**src/rtl/iterative_shift_rotate_pkg.sv**
```systemverilog
// Shared encodings for the iterative shift/rotate unit: operation codes and FSM states.
package iterative_shift_rotate_pkg;

  localparam logic [1:0] SH_SRA  = 2'b00;
  localparam logic [1:0] SH_ROR  = 2'b01;
  localparam logic [1:0] SH_ROL  = 2'b10;
  localparam logic [1:0] SH_RSVD = 2'b11;

  typedef enum logic [1:0] {
    ST_IDLE  = 2'b00,
    ST_SHIFT = 2'b01,
    ST_DONE  = 2'b10
  } state_t;

endpackage

```
**src/rtl/iterative_shift_rotate_shift_step.sv**
```systemverilog
// Single-bit shift/rotate of the working register, selected by the latched operation.
// Reserved operation passes the value through unchanged.
module shift_step
  import iterative_shift_rotate_pkg::*;
#(
  parameter int WIDTH = 8
) (
  input  logic [1:0]       op,
  input  logic [WIDTH-1:0] value,
  output logic [WIDTH-1:0] stepped
);

  logic signed [WIDTH-1:0] value_s;

  assign value_s = signed'(value);

  // One-position move of the operand for the selected operation
  always_comb begin
    stepped = value;
    case (op)
      SH_SRA:  stepped = WIDTH'(value_s >>> 1);
      SH_ROR:  stepped = {value[0], value[WIDTH-1:1]};
      SH_ROL:  stepped = {value[WIDTH-2:0], value[WIDTH-1]};
      default: stepped = value;
    endcase
  end

endmodule

```
**src/rtl/iterative_shift_rotate.sv**
```systemverilog
// Multi-cycle SRA/ROR/ROL unit: one bit position per clock under a START/BUSY/DONE handshake.
// The working register drives RESULT directly, so the output holds between operations.
module iterative_shift_rotate
  import iterative_shift_rotate_pkg::*;
#(
  parameter int WIDTH = 8,
  parameter int CNT_W = 4
) (
  input  logic             CLK,
  input  logic             RESET,
  input  logic             START,
  input  logic [1:0]       OP,
  input  logic [WIDTH-1:0] DATA_IN,
  input  logic [7:0]       SHIFT_AMT,
  output logic             BUSY,
  output logic             DONE,
  output logic [WIDTH-1:0] RESULT
);

  state_t           state;
  state_t           state_next;
  logic [CNT_W-1:0] cnt;
  logic [CNT_W-1:0] load_cnt;
  logic [1:0]       op_reg;
  logic [WIDTH-1:0] work;
  logic [WIDTH-1:0] work_stepped;
  logic             accept;

  // Number of single-bit steps for a request: SRA saturates at WIDTH (all sign bits),
  // rotates wrap modulo WIDTH, reserved is a pass-through with no steps.
  function automatic logic [CNT_W-1:0] eff_count(input logic [1:0] op, input logic [7:0] amt);
    logic [7:0] n;
    n = '0;
    case (op)
      SH_SRA:         n = (amt >= 8'(WIDTH)) ? 8'(WIDTH) : amt;
      SH_ROR, SH_ROL: n = amt % 8'(WIDTH);
      default:        n = '0;
    endcase
    return n[CNT_W-1:0];
  endfunction

  assign accept   = START && ((state == ST_IDLE) || (state == ST_DONE));
  assign load_cnt = eff_count(OP, SHIFT_AMT);

  shift_step #(
    .WIDTH(WIDTH)
  ) u_step (
    .op     (op_reg),
    .value  (work),
    .stepped(work_stepped)
  );

  // FSM state register
  always_ff @(posedge CLK) begin
    if (RESET) state <= ST_IDLE;
    else       state <= state_next;
  end

  // Next-state decode; a zero-step request goes straight to DONE
  always_comb begin
    state_next = state;
    case (state)
      ST_IDLE, ST_DONE: begin
        if (START) state_next = (load_cnt != '0) ? ST_SHIFT : ST_DONE;
        else       state_next = ST_IDLE;
      end
      ST_SHIFT: begin
        if (cnt == CNT_W'(1)) state_next = ST_DONE;
      end
      default: state_next = ST_IDLE;
    endcase
  end

  // Datapath: load operand/count on accept, then step and count down while shifting.
  // Reset clears the working register too, so a partial result never leaks out.
  always_ff @(posedge CLK) begin
    if (RESET) begin
      work   <= '0;
      cnt    <= '0;
      op_reg <= SH_SRA;
    end else if (accept) begin
      work   <= DATA_IN;
      cnt    <= load_cnt;
      op_reg <= OP;
    end else if (state == ST_SHIFT) begin
      work   <= work_stepped;
      cnt    <= cnt - CNT_W'(1);
    end
  end

  assign BUSY   = (state == ST_SHIFT);
  assign DONE   = (state == ST_DONE);
  assign RESULT = work;

endmodule

```
**config.mk**
```make
export PLATFORM = sky130hd
export DESIGN_NAME = iterative_shift_rotate
export DESIGN_NICKNAME = d
export VERILOG_FILES = /design/src/rtl/iterative_shift_rotate_pkg.sv /design/src/rtl/iterative_shift_rotate_shift_step.sv /design/src/rtl/iterative_shift_rotate.sv
export SDC_FILE = /design/constraint.sdc
export NUM_CORES = 1
export LEC_CHECK = 0
export ABC_AREA = 1
export CAP_MARGIN = 10
export CORE_MARGIN = 1.5
export CORE_UTILIZATION = 40
export CTS_CLUSTER_SIZE = 20
export DETAILED_ROUTE_END_ITERATION = 10
export PLACE_DENSITY = 0.7
export SLEW_MARGIN = 20
export SYNTH_ARGS = -nofsm -noshare
export SYNTH_HDL_FRONTEND = slang
export SYNTH_HIERARCHICAL = 1
export SYNTH_SLANG_ARGS = --single-unit
```
**constraint.sdc**
```tcl
create_clock -name CLK -period 2.1 [get_ports CLK]
set_clock_uncertainty 0.05 [all_clocks]
set_input_delay 0.42 -clock CLK [delete_from_list [all_inputs] [get_ports CLK]]
set_output_delay 0.42 -clock CLK [all_outputs]
set_load 0.02 [all_outputs]
```
## Yosys cells after proc, flatten, opt, wreduce, memory -nomap -nowiden

Cells that the tools add are included.

- Flip-flop bits (word level): 16
- Input port bits: 21
- Output and inout bits: 10
- Logic and storage cells: 40

- $add $sub $neg: 1
- Order comparisons: 1
- Eq/ne operators: 9
- Multiplexer cells: 11
- Reductions and logical operators: 13

Operator list:

| operator | count |
|---|---|
| $pmux 8 s3 | 1 |
| $mux 8 | 2 |
| $mux 4 | 3 |
| $ge 8x4->1 const B | 1 |
| $pmux 4 s2 | 1 |
| $reduce_bool 4->1 | 2 |
| $eq 2x1->1 const B | 3 |
| $eq 2x2->1 const B | 3 |
| $logic_not 2->1 | 3 |
| $mux 2 | 3 |
| $eq 4x1->1 const B | 1 |
| $pmux 2 s2 | 1 |
| $reduce_or 2->1 | 2 |
| $sub 4x1->4 const B | 1 |
| $reduce_and 3->1 | 1 |
| $reduce_bool 3->1 | 1 |
| $ne 2x1->1 const B | 1 |
| $ne 2x2->1 const B | 1 |
| $reduce_and 2->1 | 1 |
| $reduce_bool 2->1 | 1 |
| $logic_and 1x1->1 | 1 |
| $logic_or 1x1->1 | 1 |

## Logic depth before layout (Yosys ltp)

- Word-level depth: 7
- Depth in mapped cells: 8
- Gate-level depth less buffers: 8

## Hierarchy

The synthesis kept the hierarchy.

Modules (own cells, without submodules):

| module | times used | cells each | area an instance (um^2) | sequential area each (um^2) |
|---|---|---|---|---|
| iterative_shift_rotate | 1 | 110 | 832.0 | 320.3 |
| shift_step | 1 | 43 | 181.4 | 0.0 |

## Least setup slack after synthesis

OpenSTA, ideal clock, no wires.

- Path kind: in2reg
- Start: in OP[0]
- End: reg state[0]
- Library setup time: 0.117 ns
- Data arrival time: 1.128 ns
- Setup slack: 0.805 ns
- Stages on the path: 8
- Path through: inv_1 ha_1 inv_1 nand2_2 o21ai_1 nand3_2 nand2_1 a21oi_1

- Word-level cells in the longest chain between the ends: 7
- Elaborated cells on any way between the ends: 9
- Classes of those cells: 2 x eq/ne; 4 x mux; 3 x reduce/logical

Ends and longest elaborated chain:

| element | RTL line | RTL |
|---|---|---|
| start: declaration | iterative_shift_rotate.sv:12 | `input logic [1:0] OP,` |
| $eq 2x1->1 or $eq 2x2->1 (tied branches) | iterative_shift_rotate.sv:34 | `case (op)` |
| $reduce_or 2->1 | iterative_shift_rotate.sv:34 |  |
| $pmux 4 s2 * | iterative_shift_rotate.sv:34 |  |
| $reduce_bool 4->1 * | iterative_shift_rotate.sv:64 | `if (START) state_next = (load_cnt != '0) ? ST_SHIFT : ST_DONE;` |
| $mux 2 * (2 in a row) | iterative_shift_rotate.sv:64 |  |
| $pmux 2 s2 * | iterative_shift_rotate.sv:62 | `case (state)` |
| end signal: assignment | iterative_shift_rotate.sv:56 | `else state <= state_next;` |
| end: declaration | iterative_shift_rotate.sv:20 | `state_t state;` |

Mark *: on every way between the ends. The rest lies on a longest branch, timed or not.
A chain may end at the register's enable or synchronous reset.

## Worst setup path in the final report

- Start: reg state[0]
- End: out BUSY

- Word-level cells in the longest chain between the ends: 1

Ends and longest elaborated chain:

| element | RTL line | RTL |
|---|---|---|
| $eq 2x1->1 | iterative_shift_rotate.sv:91 | `assign BUSY = (state == ST_SHIFT);` |
| end: declaration | iterative_shift_rotate.sv:15 | `output logic BUSY,` |

No other way between the ends.

==> metrics.md <==
| Metric | Value |
|---|---|
| Worst VDD drop | 0.000332 V |
| Synth cell types | 24 |
| Layout overhead on the synthesized area | 34.3% |
| Critical path peak fanout | 5 |
| Total grt overflow | 0 |
| Maximum clock rate | 515 MHz |
| H-tree Lvls | 1 |
| Routed len/inst | 11.8 um |
| Antenna cells | 0 |
| Starting DRT DRC Count | 28 |
| Fin crit share | 92.4% |
| I/O Buffers | 30 |
| CTS Root Cell | clkbuf_4 |
| Hold Vio Cnt, Final | 0 |
| Postcts setup bufs | 0 |
| Maxcap violations | 0 |
| Max reg flops | 8 |
| Sw Ratio | 35.9% |
| Hold WS | 0.526 ns |
| FP Rows | 18 |
| Net switching power | 0.313 mW |
| RSZ-0062 raised after global routing | no |
| Crit path arrival time | 1.47 ns |
| FF-to-FF setup slack | 0.70 ns |
| RR Endpoint | cnt[1] |
| # fillers | 241 |
| CP required | 1.63 ns |
| Number of synthesized register bits | 16 |
| Yosys top cell area share | 31.6% |
| Post-synthesis sequential area ratio | 31.6% |
| Hold-critical path depth | 3 |
| Critical path's top delay family | buffers and inverters |
| R2R Path Start | state[1] |
| CP max-delay cell | clkdlybuf4s50_1 |
| Initial Util | 41.7% |
| Critical path cell sequence | nand2_1 > inv_1 > clkdlybuf4s50_1 |
| Cell Count, Final, Fillers Out | 214 |
| Synth Cell Area | 1010 um^2 |
| Worst Hold Launch | cnt[2] |
| Leading area contributor after synthesis | dfxtp_1 |
| Main flop type after synthesis | dfxtp_1 |
| P_leak | 0.594 nW |
| Final ANT Viol Nets | 0 |
| Measured slew at the worst slew-check pin | 0.389 ns |
| Most numerous cell in the Yosys netlist | nand2_1 |
| Post-Syn Instances | 153 |
| Initial antenna violation count | 0 |
| Final min period | 1.94 ns |
| Pre-Repair DR Iteration Count | 4 |
| Top post-synthesis cells by area | dfxtp_1 (32%), nand2_1 (13%), nand3_1 (8.9%) |
| Clock power share | 18.3% |
| Routed wire length | 2.52 mm |
| DR vias/cell | 5.24 |
| Worst skew pair latency | 0.29 ns |
| Setup Crit Path Kind | reg2out |
| Die Span Y | 53.3 um |
| Buf/Inv on CP | 2 |
| Internal | 0.560 mW |
| Die Span X | 53.3 um |
| Setup Total Neg Slack | 0 ns |
| Final setup vio count | 0 |
| Synth top cells by count | nand2_1 (35), inv_1 (20), nand3_1 (18), dfxtp_1 (16), nor2_1 (15) |
| Post-synthesis average cell area | 6.62 um^2 |
| Worst Hold Endpoint | cnt[2] |
| Via count | 1121 |
| Post-CTS Hold Buffers | 0 |
| Slew Limit Headroom | 74.0% |
| Clock net sink count | 16 |
| CTS Buf Count | 3 |
| CTS tree | yes |
| Placed cell count | 211 |
| Worst setup SP type | register |
| Die area | 2840 um^2 |
| Power per Cell Area | 642 nW/um^2 |
| Synth warn | 6 |
| GRT Total Usage | 18.7% |
| Longest Clk Path Bufs | 2 |
| Setup crit end kind | output port |
| Final Net Count | 211 |
| Pins Over Slew Limit | 0 |
| Run status | complete, no violations |
| Reg clk slew, reported paths | 0.08 ns |
| Routability congestion estimate | 0.759 |
| Pin count of the biggest net entering global routing | 14 |
| # resized after CTS | 0 |
| Post-DP HPWL | 1.84 mm |
| EDFF count, synth | 0 |
| Ports | 31 |
| Vias in the first global route | 961 |
| First-pass GRT wire length | 3.95 mm |
| Layout cells sized above 1 | 8.15% |
| Core area | 2430 um^2 |
| Flop pwr share | 43.6% |
| Async S/R FF share, synth | 0% |
| Post-synth net total | 178 |
| HP Class | reg2reg |
| Critical Path Max Stage Delay | 0.62 ns |
| Drt drc | 0 |
| Path depth of the worst reg2reg path | 7 |
| Gate power share | 38.1% |
==> cells by family (layout without fill, tap and decap cells) <==
logic type                 count (synthesis)  after routing  synth area share, %
AOI/OAI and AO/OA                         31             31                 17.9
adders and majority gates                  4              4                 4.94
buffers and inverters                     27             58                 12.5
DFF                                       16             16                 31.6
and+or+nand+nor                           75             75                 33.1
==> cell type report <==
type / count / area [um^2] / share of cell area, %
Tap cell: 30 / 37.5 / 2.76
Clock buffer: 3 / 22.5 / 1.65
Sequential cell: 16 / 320 / 23.5
Timing Repair Buffer: 32 / 315 / 23.2
Inverter: 23 / 98.8 / 7.26
Multi-Input combinational cell: 110 / 567 / 41.6
==> per-layer routing <==
layer  wire [um]  share of wire (%)  track usage (%)
met2        1180                 47             32.3
met3         143                5.7             2.54
met5           0                  0                0
met1        1150                 46             22.8
met4          45                1.8             7.69
==> power groups by stage <==
stage | sequential (mW) | combinational, mW | clock (mW)
2_1_floorplan | 0.406 | 0.183 | 0
3_3_place_gp | 0.387 | 0.321 | 0
3_5_place_dp | 0.388 | 0.330 | 0
4_1_cts | 0.380 | 0.332 | 0.164
5_1_grt | 0.388 | 0.367 | 0.178
6_report | 0.381 | 0.333 | 0.160
==> tightest hold or removal path: stages (launching register included) <==
cell and delay [ns]:
dfxtp_1 0.33, nand3_1 0.07, nand3_1 0.10, a21oi_2 0.04
==> layout by cell type (no fill, tap or decap), types with 3 or more instances in the layout <==
| master | Yosys | final |
|---|---|---|
| clkdlybuf4s50_1 | 0 | 30 |
| a21oi_1 | 6 | 6 |
| nor2_1 | 15 | 15 |
| nand3_1 | 18 | 18 |
| inv_1 | 20 | 20 |
| nand2_1 | 35 | 35 |
| o22ai_1 | 9 | 9 |
| o21ai_0 | 12 | 12 |
| ha_1 | 4 | 4 |
| dfxtp_1 | 16 | 16 |
| clkbuf_4 | 0 | 3 |
==> how the worst max path moves through the flow <==
stage / startpoint / end / slack (ns) / cells past startpoint
finish: state[0] / BUSY / 0.16 / 3
global route: state[0] / BUSY / 0.07 / 3
CTS: state[0] / BUSY / 0.15 / 3
detailed placement: OP[0] / state[0] / 0.22 / 9
global placement: OP[0] / state[0] / 0.26 / 9
floorplan: OP[0] / state[0] / 0.81 / 8
==> through the flow <==
| step | setup slack, ns | utilization, % | total power [mW] | cell area (um^2) |
|---|---|---|---|---|
| 2_1_floorplan | 0.805 | - | 0.588 | 1010 |
| 3_3_place_gp | 0.261 | 55.0 | 0.708 | 1340 |
| 3_5_place_dp | 0.216 | 55.0 | 0.718 | 1340 |
| 4_1_cts | 0.153 | 56.0 | 0.877 | 1360 |
| 5_1_grt | 0.0736 | 56.0 | 0.933 | 1360 |
| 6_report | 0.159 | 56.0 | 0.873 | 1360 |
(Power assumes the default switching activity.)
